--- config.mk ---
export PLATFORM = sky130hd
export DESIGN_NAME = pe_conv_seq
export DESIGN_NICKNAME = d
export VERILOG_FILES = /design/src/rtl/pe_conv_seq.sv
export SDC_FILE = /design/constraint.sdc
export NUM_CORES = 1
export LEC_CHECK = 0
export ABC_AREA = 0
export ABC_CLOCK_PERIOD_IN_PS = 14800
export CAP_MARGIN = 0
export CORE_ASPECT_RATIO = 0.6
export CORE_MARGIN = 3
export CORE_UTILIZATION = 55
export CTS_BUF_LIST = sky130_fd_sc_hd__clkbuf_16
export CTS_CLUSTER_DIAMETER = 40
export CTS_CLUSTER_SIZE = 16
export DETAILED_ROUTE_END_ITERATION = 7
export PLACE_DENSITY = 0.75
export SKIP_CTS_REPAIR_TIMING = 1
export SLEW_MARGIN = 40
export SYNTH_ARGS = -nofsm -noshare
export SYNTH_HDL_FRONTEND = slang
export SYNTH_SLANG_ARGS = --single-unit
--- constraint.sdc ---
create_clock -name clk -period 14.8 [get_ports clk]
set_clock_uncertainty 0.2 [all_clocks]
set_input_delay 1.48 -clock clk [delete_from_list [all_inputs] [get_ports clk]]
set_output_delay 1.48 -clock clk [all_outputs]
set_load 0.005 [all_outputs]
--- src/rtl/pe_conv_seq.sv ---
// Convolution loop sequencer: one weight/activation/psum address beat per (tile, oy, ox, ky, kx).
// Latency: start -> CHECK (1 cycle) -> first beat valid; done rises PIPE_DRAIN cycles after the last accepted beat.
// Backpressure: valid/ready; every beat field is registered and held stable while out_ready is low.
//
// Ports: clk/rst_n (synchronous active-low reset); cfg_we/cfg_addr/cfg_wdata/cfg_rdata register port
// (0 ctrl, 1 status, 2 kernel, 3 input dims, 4 stride/pad, 5 output dims, 6 COUT);
// out_valid/out_ready beat handshake carrying wbuf_addr, abuf_addr, pad_zero, psum_addr,
// acc_first, acc_last and tile_idx; busy while checking, running or draining.
// Optional macro PE_SEQ_PERF_EN adds busy-cycle (reg 7) and stall-cycle (reg 8) counters.
module pe_conv_seq #(
    parameter int COUT_LANES  = 16,
    parameter int ADDR_W      = 16,
    parameter int PSUM_ADDR_W = 10,
    parameter int MAX_COUT    = 64,
    parameter int PIPE_DRAIN  = 4
) (
    input  logic                   clk,
    input  logic                   rst_n,
    input  logic                   cfg_we,
    input  logic [3:0]             cfg_addr,
    input  logic [31:0]            cfg_wdata,
    output logic [31:0]            cfg_rdata,
    output logic                   out_valid,
    input  logic                   out_ready,
    output logic [ADDR_W-1:0]      wbuf_addr,
    output logic [ADDR_W-1:0]      abuf_addr,
    output logic                   pad_zero,
    output logic [PSUM_ADDR_W-1:0] psum_addr,
    output logic                   acc_first,
    output logic                   acc_last,
    output logic [7:0]             tile_idx,
    output logic                   busy
);

    typedef enum logic [1:0] {IDLE, CHECK, RUN, DRAIN} state_t;
    state_t state;

    logic [3:0] kh, kw, stride, pad;
    logic [7:0] in_h, in_w, out_h, out_w, cout;
    logic       done, start_ignored, cfg_err, aborted;
    logic [7:0] nt, drain_cnt;
    logic [7:0] oy, ox;
    logic [3:0] ky, kx;

    logic ctrl_wr, start_req, abort_req, accept, cfg_bad, is_last, load;
    logic [7:0] nt_calc;
    logic [7:0] n_tile, n_oy, n_ox;
    logic [3:0] n_ky, n_kx;
    logic [16:0] iy, ix;
    logic        outside;
    logic [31:0] a_lin, w_lin, p_lin;
    logic        unused_wdata;

    assign unused_wdata = ^cfg_wdata[31:16];

    assign ctrl_wr   = cfg_we && (cfg_addr == 4'd0);
    assign abort_req = ctrl_wr && cfg_wdata[1];
    // abort in the same write suppresses start
    assign start_req = ctrl_wr && cfg_wdata[0] && !cfg_wdata[1];
    assign accept    = out_valid && out_ready;
    assign nt_calc   = 8'((32'(cout) + 32'(COUT_LANES) - 32'd1) / 32'(COUT_LANES));
    assign cfg_bad   = (kh == 4'd0) || (kw == 4'd0) || (stride == 4'd0) || (out_h == 8'd0) ||
                       (out_w == 8'd0) || (cout == 8'd0) || (32'(cout) > 32'(MAX_COUT));
    assign is_last   = (tile_idx == nt - 8'd1) && (oy == out_h - 8'd1) && (ox == out_w - 8'd1) &&
                       (ky == kh - 4'd1) && (kx == kw - 4'd1);
    assign load      = !abort_req && (((state == CHECK) && !cfg_bad) ||
                                      ((state == RUN) && accept && !is_last));

    // Loop indices of the beat that will be loaded next: all zero when leaving CHECK,
    // otherwise the current indices advanced kx-first.
    always_comb begin
        n_tile = tile_idx;
        n_oy   = oy;
        n_ox   = ox;
        n_ky   = ky;
        n_kx   = kx;
        if (state == CHECK) begin
            n_tile = 8'd0;
            n_oy   = 8'd0;
            n_ox   = 8'd0;
            n_ky   = 4'd0;
            n_kx   = 4'd0;
        end else if (kx != kw - 4'd1) begin
            n_kx = kx + 4'd1;
        end else begin
            n_kx = 4'd0;
            if (ky != kh - 4'd1) begin
                n_ky = ky + 4'd1;
            end else begin
                n_ky = 4'd0;
                if (ox != out_w - 8'd1) begin
                    n_ox = ox + 8'd1;
                end else begin
                    n_ox = 8'd0;
                    if (oy != out_h - 8'd1) begin
                        n_oy = oy + 8'd1;
                    end else begin
                        n_oy   = 8'd0;
                        n_tile = tile_idx + 8'd1;
                    end
                end
            end
        end
    end

    // Beat arithmetic on the next indices. iy/ix wrap modulo 2^17, so bit 16 is the sign.
    // nt is only latched in CHECK, but the first beat has tap 0 and tile 0 so it never needs it.
    always_comb begin
        iy      = 17'(n_oy) * 17'(stride) + 17'(n_ky) - 17'(pad);
        ix      = 17'(n_ox) * 17'(stride) + 17'(n_kx) - 17'(pad);
        outside = iy[16] || ix[16] || (iy[15:0] >= 16'(in_h)) || (ix[15:0] >= 16'(in_w));
        a_lin   = 32'(iy[15:0]) * 32'(in_w) + 32'(ix[15:0]);
        w_lin   = (32'(n_ky) * 32'(kw) + 32'(n_kx)) * (32'(nt) * 32'(COUT_LANES)) +
                  32'(n_tile) * 32'(COUT_LANES);
        p_lin   = 32'(n_tile) * 32'(out_h) * 32'(out_w) + 32'(n_oy) * 32'(out_w) + 32'(n_ox);
    end

    always_ff @(posedge clk) begin
        if (!rst_n) begin
            state         <= IDLE;
            kh            <= '0;
            kw            <= '0;
            stride        <= '0;
            pad           <= '0;
            in_h          <= '0;
            in_w          <= '0;
            out_h         <= '0;
            out_w         <= '0;
            cout          <= '0;
            done          <= 1'b0;
            start_ignored <= 1'b0;
            cfg_err       <= 1'b0;
            aborted       <= 1'b0;
            busy          <= 1'b0;
            out_valid     <= 1'b0;
            nt            <= '0;
            drain_cnt     <= '0;
            tile_idx      <= '0;
            oy            <= '0;
            ox            <= '0;
            ky            <= '0;
            kx            <= '0;
            wbuf_addr     <= '0;
            abuf_addr     <= '0;
            pad_zero      <= 1'b0;
            psum_addr     <= '0;
            acc_first     <= 1'b0;
            acc_last      <= 1'b0;
        end else begin
            // geometry is frozen for the whole run
            if (cfg_we && (state == IDLE)) begin
                case (cfg_addr)
                    4'd2: begin kh <= cfg_wdata[11:8]; kw <= cfg_wdata[3:0]; end
                    4'd3: begin in_h <= cfg_wdata[15:8]; in_w <= cfg_wdata[7:0]; end
                    4'd4: begin pad <= cfg_wdata[7:4]; stride <= cfg_wdata[3:0]; end
                    4'd5: begin out_h <= cfg_wdata[15:8]; out_w <= cfg_wdata[7:0]; end
                    4'd6: cout <= cfg_wdata[7:0];
                    default: ;
                endcase
            end

            if ((state != IDLE) && abort_req) begin
                state     <= IDLE;
                out_valid <= 1'b0;
                busy      <= 1'b0;
                aborted   <= 1'b1;
            end else begin
                if ((state != IDLE) && start_req) start_ignored <= 1'b1;
                case (state)
                    IDLE: if (start_req) begin
                        done          <= 1'b0;
                        start_ignored <= 1'b0;
                        cfg_err       <= 1'b0;
                        aborted       <= 1'b0;
                        busy          <= 1'b1;
                        state         <= CHECK;
                    end
                    CHECK: if (cfg_bad) begin
                        cfg_err <= 1'b1;
                        done    <= 1'b1;
                        busy    <= 1'b0;
                        state   <= IDLE;
                    end else begin
                        nt        <= nt_calc;
                        out_valid <= 1'b1;
                        state     <= RUN;
                    end
                    RUN: if (accept && is_last) begin
                        out_valid <= 1'b0;
                        drain_cnt <= '0;
                        state     <= DRAIN;
                    end
                    DRAIN: if (drain_cnt == 8'(PIPE_DRAIN - 1)) begin
                        done  <= 1'b1;
                        busy  <= 1'b0;
                        state <= IDLE;
                    end else begin
                        drain_cnt <= drain_cnt + 8'd1;
                    end
                    default: state <= IDLE;
                endcase
            end

            if (load) begin
                tile_idx  <= n_tile;
                oy        <= n_oy;
                ox        <= n_ox;
                ky        <= n_ky;
                kx        <= n_kx;
                wbuf_addr <= ADDR_W'(w_lin);
                abuf_addr <= outside ? '0 : ADDR_W'(a_lin);
                pad_zero  <= outside;
                psum_addr <= PSUM_ADDR_W'(p_lin);
                acc_first <= (n_ky == 4'd0) && (n_kx == 4'd0);
                acc_last  <= (n_ky == kh - 4'd1) && (n_kx == kw - 4'd1);
            end
        end
    end

`ifdef PE_SEQ_PERF_EN
    logic [31:0] busy_cycles, stall_cycles;

    always_ff @(posedge clk) begin
        if (!rst_n) begin
            busy_cycles  <= '0;
            stall_cycles <= '0;
        end else if ((state == IDLE) && start_req) begin
            busy_cycles  <= '0;
            stall_cycles <= '0;
        end else begin
            if (busy && (busy_cycles != '1)) busy_cycles <= busy_cycles + 32'd1;
            if (out_valid && !out_ready && (stall_cycles != '1)) stall_cycles <= stall_cycles + 32'd1;
        end
    end
`endif

    always_comb begin
        cfg_rdata = '0;
        case (cfg_addr)
            4'd1: cfg_rdata = {27'd0, aborted, cfg_err, start_ignored, busy, done};
            4'd2: cfg_rdata = {20'd0, kh, 4'd0, kw};
            4'd3: cfg_rdata = {16'd0, in_h, in_w};
            4'd4: cfg_rdata = {24'd0, pad, stride};
            4'd5: cfg_rdata = {16'd0, out_h, out_w};
            4'd6: cfg_rdata = {24'd0, cout};
`ifdef PE_SEQ_PERF_EN
            4'd7: cfg_rdata = busy_cycles;
            4'd8: cfg_rdata = stall_cycles;
`endif
            default: cfg_rdata = '0;
        endcase
    end

endmodule

; ---- Word-level counts from Yosys, hierarchy flattened
; Cells that the tools add are included.
[classes]
n_mul = 8
n_bitwise = 3
n_shift = 0
n_addsub = 22
n_reduce_logical = 64
muxes = 46
n_eq_ne = 27
n_div = 0
n_lt_le_gt_ge = 3
[ops]
columns = cell, count
row1 = 8-bit two-way mux, 16
row2 = 16-bit case mux with 6 select lines, 1
row3 = 8-bit by 1-bit adder with 8-bit output (second input constant), 4
row4 = 16-bit by 8-bit >= comparator with 1-bit output, 2
row5 = 13-bit by 4-bit subtractor with 14-bit output, 2
row6 = 12-bit by 4-bit adder with 13-bit output, 2
row7 = 8-bit equality test, 3
row8 = 4-bit logical NOT, 6
row9 = 8-bit logical NOT, 3
row10 = 8-bit by 4-bit multiplier with 12-bit output, 2
row11 = 8-bit by 1-bit subtractor with 8-bit output (second input constant), 3
row12 = 4-bit two-way mux, 5
row13 = 1-bit logical AND, 19
row14 = 16-bit by 12-bit adder with 16-bit output, 1
row15 = 16-bit adder, 1
row16 = 4-bit equality test, 4
row17 = 16-bit by 8-bit multiplier with 10-bit output, 1
row18 = 16-bit by 8-bit multiplier with 16-bit output, 1
row19 = 8-bit by 8-bit multiplier with 16-bit output, 1
row20 = 16-bit two-way mux, 1
row21 = 8-bit != test, 2
row22 = 8-bit case mux with 2 select lines, 1
row23 = 1-bit two-way mux, 13
row24 = 4-bit by 3-bit equality test with 1-bit output (second input constant), 3
row25 = other kinds (34), 76
[totals]
latch_bits = 0
register_bits = 157
inputBits = 40
mem_bits_rw = 0
mem_count = 0
out_inout_bits = 87
mem_bits_ro = 0

; ---- Longest topological paths before layout
; Gate-level depths: netlist (run 1).
[depth]
ltp_word = 14
depth_mapped = 46
mapped_depth_nobuf = 43

; ---- Worst setup path after synthesis (run 1)
; OpenSTA, ideal clock, no wires.
[synth_path]
kind = reg-to-reg
startpoint = register out_w[1]
endpoint = register psum_addr[9]
n_path_buf = 2
path_stages_with_launch = 43
t_arrival_ps = 10671
period_less_slack_ps = 10941
slack_ps = 3859
cell_sequence = dfxtp_1 > clkbuf_1 > inv_1 > ha_1 > or3b_1 > or4b_4 > a31oi_4 > o2111a_1 > and2_1 > xnor2_1 > nor2_1 > clkbuf_1 > nand2_1 > fa_1 > inv_1 > fa_1 > fa_1 > inv_1 > [7 not listed] > inv_1 > fa_1 > inv_1 > fa_1 > fa_1 > fa_1 > xnor2_1 > xnor2_1 > xnor2_1 > xnor2_1 > xnor2_1 > xnor2_1 > xnor2_1 > xnor2_1 > xnor2_1 > xnor2_1 > xnor3_1 > a21oi_1
[synth_via]
elab_chain_len = 10
[synth_rtl]
columns = item, line_no
row1 = start: declaration, 39  ; logic [7:0] in_h, in_w, out_h, out_w, cout;
row2 = start signal: assignment, 156  ; 4'd5: begin out_h <= cfg_wdata[15:8]; out_w <= cfg_wdata[7:0]; end
row3 = 8-bit by 1-bit subtractor with 8-bit output, 91  ; if (ox != out_w - 8'd1) begin
row4 = 8-bit != test, 91
row5 = 8-bit two-way mux, 91
row6 = 8-bit two-way mux, 87  ; if (ky != kh - 4'd1) begin
row7 = 8-bit two-way mux, 83  ; end else if (kx != kw - 4'd1) begin
row8 = 8-bit two-way mux, 77  ; if (state == CHECK) begin
row9 = net n_tile[0], 47  ; logic [7:0] n_tile, n_oy, n_ox;
row10 = 8-bit by 8-bit multiplier with 16-bit output, 115  ; p_lin = 32'(n_tile) * 32'(out_h) * 32'(out_w) + 32'(n_oy) * 32'(out_w) + 32'(n_ox);
row11 = 16-bit by 8-bit multiplier with 10-bit output, 115
row12 = 10-bit adder, 115
row13 = 10-bit by 8-bit adder with 10-bit output, 115
row14 = end signal: assignment, 213  ; psum_addr <= PSUM_ADDR_W'(p_lin);
row15 = end: declaration, 28  ; output logic [PSUM_ADDR_W-1:0] psum_addr,
; The timed path passes the listed nets, and every way through them passes these cells.
; A chain may end at the register's enable or synchronous reset.

; ---- Worst setup path after layout (run 1)
[layout_path]
startpoint = register out_w[1]
endpoint = register abuf_addr[15]
[layout_via]
elab_chain_len = 13
[layout_rtl]
columns = item, line_no
row1 = "parallel branches: the longest is 13 deep, another holds 16-bit by 8-bit multiplier with 16-bit output", -
row2 = end signal: assignment, 211  ; abuf_addr <= outside ? '0 : ADDR_W'(a_lin);
row3 = end: declaration, 26  ; output logic [ADDR_W-1:0] abuf_addr,
; Several ways; the timed one is not identified.

==> impl_metrics.py, run 1 <==
metrics = {
    "outcome": {
        "status": "complete, no violations",
    },
    "synthesis": {
        "ys_ff_latch": 150,
        "synth-edff-count": 0,
        "seq_area_frac_synth_pct": 14.27,
        "synth_area_um2": 21040,
        "synthFlopType": "dfxtp_1",
        "yosysWarnings": 0,
        "avgSynthCellArea_um2": 8.352,
        "synth_area_leaders": "fa_1 22%, dfxtp_1 14%, ha_1 13%",
        "netlist_instances": 2519,
        "synth_top_area_cell": "fa_1",
        "ys_types": 71,
        "post-synth-top-area-fraction_pct": 21.98,
        "async_flop_share_pct": 0,
    },
    "route": {
        "wl_per_cell_um": 18.93,
        "vias": 17240,
        "drt_pass1_iterations": 6,
        "drtIter0Drc": 1824,
        "routed_wl_mm": 58.21,
        "vias_per_cell": 5.608,
        "ant_nets": 0,
        "drc": 0,
    },
    "worst_setup_path": {
        "path_max_fanout": 20,
        "slowest_delay_ps": 580,
        "endpoint_kind": "flop",
        "criticalPathCategory": "flop to flop",
        "cpMostUsedCell": "fa_1",
        "cp.arrival_ps": 12910,
        "cpMaxStageDelayCell": "a21boi_0",
        "critPathLaunchType": "flop",
        "required_ps": 14980,
    },
    "job": {
        "cap_violations": 0,
    },
    "clocking": {
        "cts_tree": "done",
        "htreeDepth": 4,
        "clk_pin_slew_ps": 80,
        "numCtsBuffers": 17,
        "cts_sinks": 150,
        "root_buffer": "clkbuf_16",
        "cts_buffer_depth": 2,
        "clk_latency_ps": 460,
    },
    "global_routing": {
        "overflow": 0,
        "antenna_found_initial": 0,
        "track_usage_pct": 29.55,
        "grt_pass1_vias": 17370,
        "grt_max_degree": 67,
        "grt_pass1_wl_mm": 93.98,
    },
    "timing": {
        "maxSlewHeadroom_pct": 35.68,
        "drv_slew": 0,
        "setup_viol_count_final": 0,
        "hold_violations": 0,
        "holdWs_ps": 256.4,
        "finalCritPeriodShare_pct": 85.98,
        "worst_pin_slew_ps": 961.3,
        "min_period_ps": 12720,
        "max_freq_mhz": 78.59,
        "tns_ps": 0,
        "grt_setup_unrepaired": "false",
    },
    "placed_design": {
        "dp_hpwl_mm": 46.18,
        "place.gp.congestion": 0.9694,
        "post_dp_cell_area_um2": 22400,
        "port_buffers": 90,
    },
    "floorplan": {
        "core_um2": 37030,
        "die_area_um2": 40710,
        "fp.dieH_um": 157.5,
        "num_io_pins": 127,
        "placement_rows": 54,
        "die_w_um": 258.5,
        "initial_core_util_pct": 56.82,
    },
    "cells_and_area": {
        "layout-drive-gt1-share_pct": 3.619,
        "final_area_um2": 23000,
        "syn2layout_area_growth_pct": 9.331,
        "antenna_cells": 0,
        "post-route-util_pct": 62.12,
        "fin_nets": 3055,
    },
    "min_path": {
        "hold_path_class": "flop to flop",
    },
    "pwr": {
        "ir_drop_uv": 85.98,
        "p_sw_share_pct": 28.55,
        "total_power_w": 0.0009703,
        "power.internal_w": 0.0006933,
        "p_leak_nw": 10.51,
        "combPwrFrac_pct": 9.4,
        "switchingPower_w": 0.0002770,
        "power.share.clock_pct": 48.2,
        "powerDensity_nw_per_um2": 42.18,
        "p_seq_share_pct": 42.4,
    },
}
==> Yosys cell counts (all sizes together) (5+ instances only) <==
master	number
dfxtp	150
and3	18
a211oi	5
o21a	7
fa	231
o22ai	6
or4	7
nand4	8
nand2b	13
a21boi	33
nand3	37
a22oi	8
buf	36
xnor3	9
ha	226
mux2i	77
o31ai	7
or3	5
nand3b	9
inv	425
nor3	28
nor2	112
nor4	11
xor2	51
o211a	7
a221oi	6
nand2	316
o21bai	20
xnor2	106
clkbuf	82
nor2b	80
a21o	26
o21ai	57
nor3b	5
and2	163
a21oi	91
==> metal layers <==
metal / part of all wire, % / GRT usage, %
met3: 11 / 7.252
met4: 1.8 / 7.344
met2: 42 / 43.75
met1: 45 / 43.32
met5: 0 / 0
==> kinds of logic after synthesis <==
group,synth area share [%]
AND/OR/NAND/NOR,19.63
buffers and inverters,10.10
adder cells (fa/ha/maj),35.42
AO/OA/AOI/OAI,9.277
XOR/XNOR,7.612
flip-flops,14.27
multiplexers,3.663
other,0.01782
==> final timing paths <==
check,start,end,slack [ps],depth (start not counted)
max,out_w[1]$_SDFFE_PN0P_,abuf_addr[15]$_SDFFE_PN0P_,2080,42
min,abuf_addr[7]$_SDFFE_PN0P_,abuf_addr[7]$_SDFFE_PN0P_,260,2
max reg2reg,out_w[1]$_SDFFE_PN0P_,abuf_addr[15]$_SDFFE_PN0P_,2080,42
min reg2reg,abuf_addr[7]$_SDFFE_PN0P_,abuf_addr[7]$_SDFFE_PN0P_,260,2
==> critical path: cells and delay by family (launching register included) <==
kind	cells	cell delay [ps]
AOI/OAI and AO/OA	8	2310
xor gates and xnor gates	7	1780
adders and majority gates	10	4260
buffers and inverters	7	920
DFF	1	300
muxes	1	180
and+or+nand+nor	9	2680
==> state kept, by name, indices dropped and copies added (netlist names), 5 cells and up, named ones only <==
name and flops:
abuf_addr 16, cout 8, drain_cnt 8, in_h 8
in_w 8, nt 5, out_h 8, out_w 8
ox 8, oy 8, psum_addr 10, tile_idx 8
wbuf_addr 12
==> area by class of cell <==
class,count,area [um^2]
Clock inverter,14,163.9
Sequential cell,150,3005
Multi-Input combinational cell,1845,16050
Clock buffer,17,425.4
Inverter,425,1595
Timing Repair Buffer,119,1134
Fill cell,3206,14020
Tap cell,504,630.6
==> placed cells by master (no fill, tap or decap), drive strengths merged, types with 6 or more instances in the layout <==
master         count
xor2              51
clkbuf            17
xnor2            106
and3              18
nor3              28
nor2             112
conb              20
dfxtp            150
and2             163
a21oi             91
a21o              26
mux2i             77
buf               30
nand2            316
nand4              8
a22oi              8
o21a               7
nand2b            13
inv              432
or4                7
a21boi            33
o21bai            20
fa               231
xnor3              9
o31ai              7
nand3b             9
o211a              7
nor4              11
ha               226
clkdlybuf4s50     89
o21ai             57
o22ai              6
nor2b             80
nand3             37
a221oi             6
==> power groups by stage <==
stage | logic [W] | registers (W) | clock network (W)
2_1_floorplan | 0.0000615 | 0.000416 | 0
3_3_place_gp | 0.0000853 | 0.000420 | 0
3_5_place_dp | 0.0000878 | 0.000420 | 0
4_1_cts | 0.0000886 | 0.000411 | 0.000471
5_1_grt | 0.0000994 | 0.000411 | 0.000487
6_report | 0.0000917 | 0.000411 | 0.000468
==> metrics by stage <==
step / setup WS (ps) / cells
2_1_floorplan: 3859 / 2538
5_1_grt: 1517 / 3074
6_report: 2075 / 3074
4_1_cts: 2095 / 3074
3_5_place_dp: 2177 / 3043
3_3_place_gp: 2621 / 3042
(Power assumes the default switching activity.)
==> run 2, diff against run 1 <==
--- a/config.mk
+++ b/config.mk
@@ -15,6 +15,7 @@
 export CTS_CLUSTER_DIAMETER = 40
 export CTS_CLUSTER_SIZE = 16
 export DETAILED_ROUTE_END_ITERATION = 7
+export MAX_ROUTING_LAYER = met4
 export PLACE_DENSITY = 0.75
 export SKIP_CTS_REPAIR_TIMING = 1
 export SLEW_MARGIN = 40
==> impl_metrics.py, run 2 (synthesis results as in run 1) <==
metrics = {
    "timing": {
        "hold_violations": 0,
        "final.setup.worst_slack_ps": 2115,
        "maxSlewHeadroom_pct": 41.92,
        "tns_ps": 0,
        "worst_pin_slew_ps": 866.9,
        "min_period_ps": 12690,
        "finalCritPeriodShare_pct": 85.71,
        "setup_viol_count_final": 0,
        "grt_setup_unrepaired": "false",
        "drv_slew": 0,
        "max_freq_mhz": 78.83,
    },
    "worst_setup_path": {
        "criticalPathCategory": "flop to flop",
        "cpMostUsedCell": "fa_1",
        "cpMaxStageDelayCell": "fa_1",
        "required_ps": 14980,
        "critPathLaunchType": "flop",
        "path_max_fanout": 20,
        "reg2reg_setup_slack_ps": 2110,
        "slowest_delay_ps": 620,
        "endpoint_kind": "flop",
        "cp.arrival_ps": 12860,
        "worstRegToRegCells": 40,
    },
    "global_routing": {
        "grt_pass1_vias": 17360,
        "track_usage_pct": 30.33,
        "grt_pass1_wl_mm": 93.77,
        "grt_max_degree": 82,
        "antenna_found_initial": 0,
        "overflow": 0,
    },
    "floorplan": {
        "initial_core_util_pct": 56.82,
        "placement_rows": 54,
        "die_area_um2": 40710,
        "core_um2": 37030,
        "num_io_pins": 127,
        "die_w_um": 258.5,
        "fp.dieH_um": 157.5,
    },
    "pwr": {
        "powerDensity_nw_per_um2": 42.10,
        "ir_drop_uv": 86.07,
        "total_power_w": 0.0009667,
        "power.share.clock_pct": 48.2,
        "power.internal_w": 0.0006926,
        "p_leak_nw": 10.49,
        "switchingPower_w": 0.0002741,
        "p_sw_share_pct": 28.35,
        "p_seq_share_pct": 42.6,
        "combPwrFrac_pct": 9.2,
    },
    "min_path": {
        "hold_path_class": "flop to flop",
        "min_path_cells": 2,
    },
    "route": {
        "ant_nets": 0,
        "vias_per_cell": 5.604,
        "wl_per_cell_um": 18.77,
        "drt_pass1_iterations": 5,
        "drc": 0,
        "vias": 17200,
        "routed_wl_mm": 57.64,
        "drtIter0Drc": 1669,
    },
    "cells_and_area": {
        "syn2layout_area_growth_pct": 9.147,
        "largest_reg_flops": 16,
        "top_regs": "abuf_addr x16, wbuf_addr x12, psum_addr x10",
        "fin_cells": 3070,
        "final_area_um2": 22960,
        "layout_common_cells": "425 x inv_1, 316 x nand2_1, 231 x fa_1",
        "antenna_cells": 0,
        "fin_nets": 3050,
        "top_register": "abuf_addr",
        "layout-drive-gt1-share_pct": 3.624,
        "final_common_cell": "inv_1",
    },
    "placed_design": {
        "post_dp_cell_area_um2": 22350,
        "place.gp.congestion": 1.008,
        "dp_hpwl_mm": 46.06,
        "place_ws_ps": 2168,
        "port_buffers": 90,
        "place_inst": 3038,
    },
    "clocking": {
        "cts_sinks": 150,
        "cts_tree": "done",
        "numCtsBuffers": 17,
        "clk_pin_slew_ps": 70,
        "htreeDepth": 4,
        "root_buffer": "clkbuf_16",
        "clk_latency_ps": 460,
        "cts_buffer_depth": 2,
    },
    "job": {
        "cap_violations": 0,
    },
    "outcome": {
        "status": "complete, no violations",
    },
}
run 2: cell count changes in the layout (fill, tap and decap cells not counted), sizes merged:
cell    before  now
clkinv       3    4
buf         30   25
run 2: metrics by stage:
stage          utilization, %  hold slack [ps]
2_1_floorplan               -            243.3
3_3_place_gp            60.23            234.8
3_5_place_dp            60.37            243.3
4_1_cts                 61.97            259.3
5_1_grt                 62.02            280.5
6_report                62.02            255.3
run 2: area by class of cell:
type / instances / area (um^2)
inverters: 425 / 1595
clock inverters: 15 / 166.4
repair buffers: 114 / 1080
multi-input cells: 1845 / 16060
well taps: 504 / 630.6
fillers: 3246 / 14060
flip-flops and latches: 150 / 3008
clock buffers: 17 / 425.4
run 2: final timing paths:
path	startpoint	to
setup / recovery	out_w[1]$_SDFFE_PN0P_	abuf_addr[15]$_SDFFE_PN0P_
hold / removal	abuf_addr[8]$_SDFFE_PN0P_	abuf_addr[8]$_SDFFE_PN0P_
hold reg to reg	abuf_addr[8]$_SDFFE_PN0P_	abuf_addr[8]$_SDFFE_PN0P_
setup reg to reg	out_w[1]$_SDFFE_PN0P_	abuf_addr[15]$_SDFFE_PN0P_
run 2: worst max-delay path, delay by kind of cell, from the launching register on:
family / cells / cell delay (ps)
buffers and inverters: 5 / 870
flip-flops: 1 / 300
AO/OA/AOI/OAI: 11 / 2680
AND/OR/NAND/NOR: 6 / 2030
multiplexers: 1 / 170
XOR/XNOR: 8 / 2320
adder cells (fa/ha/maj): 9 / 4020
run 2: power groups by stage:
stage / Combinational, W / Clock [W] / Sequential [W]
final: 0.0000893 / 0.000466 / 0.000411
after global routing: 0.0000974 / 0.000489 / 0.000412
after CTS: 0.0000872 / 0.000470 / 0.000411
after detailed placement: 0.0000865 / 0 / 0.000420
after global placement: 0.0000842 / 0 / 0.000420
after floorplan: 0.0000615 / 0 / 0.000416
run 2: layer usage:
layer | part of all wire [%] | routed length (um) | vias to the layer above | GRT usage, %
met4 | 1.6 | 936 | 0 | 6.191
met2 | 41 | 23860 | 786 | 43.32
met1 | 46 | 26480 | 8363 | 44.36
met5 | 0 | 0 | - | -
met3 | 11 | 6367 | 73 | 6.191
li1 | - | - | 7981 | -
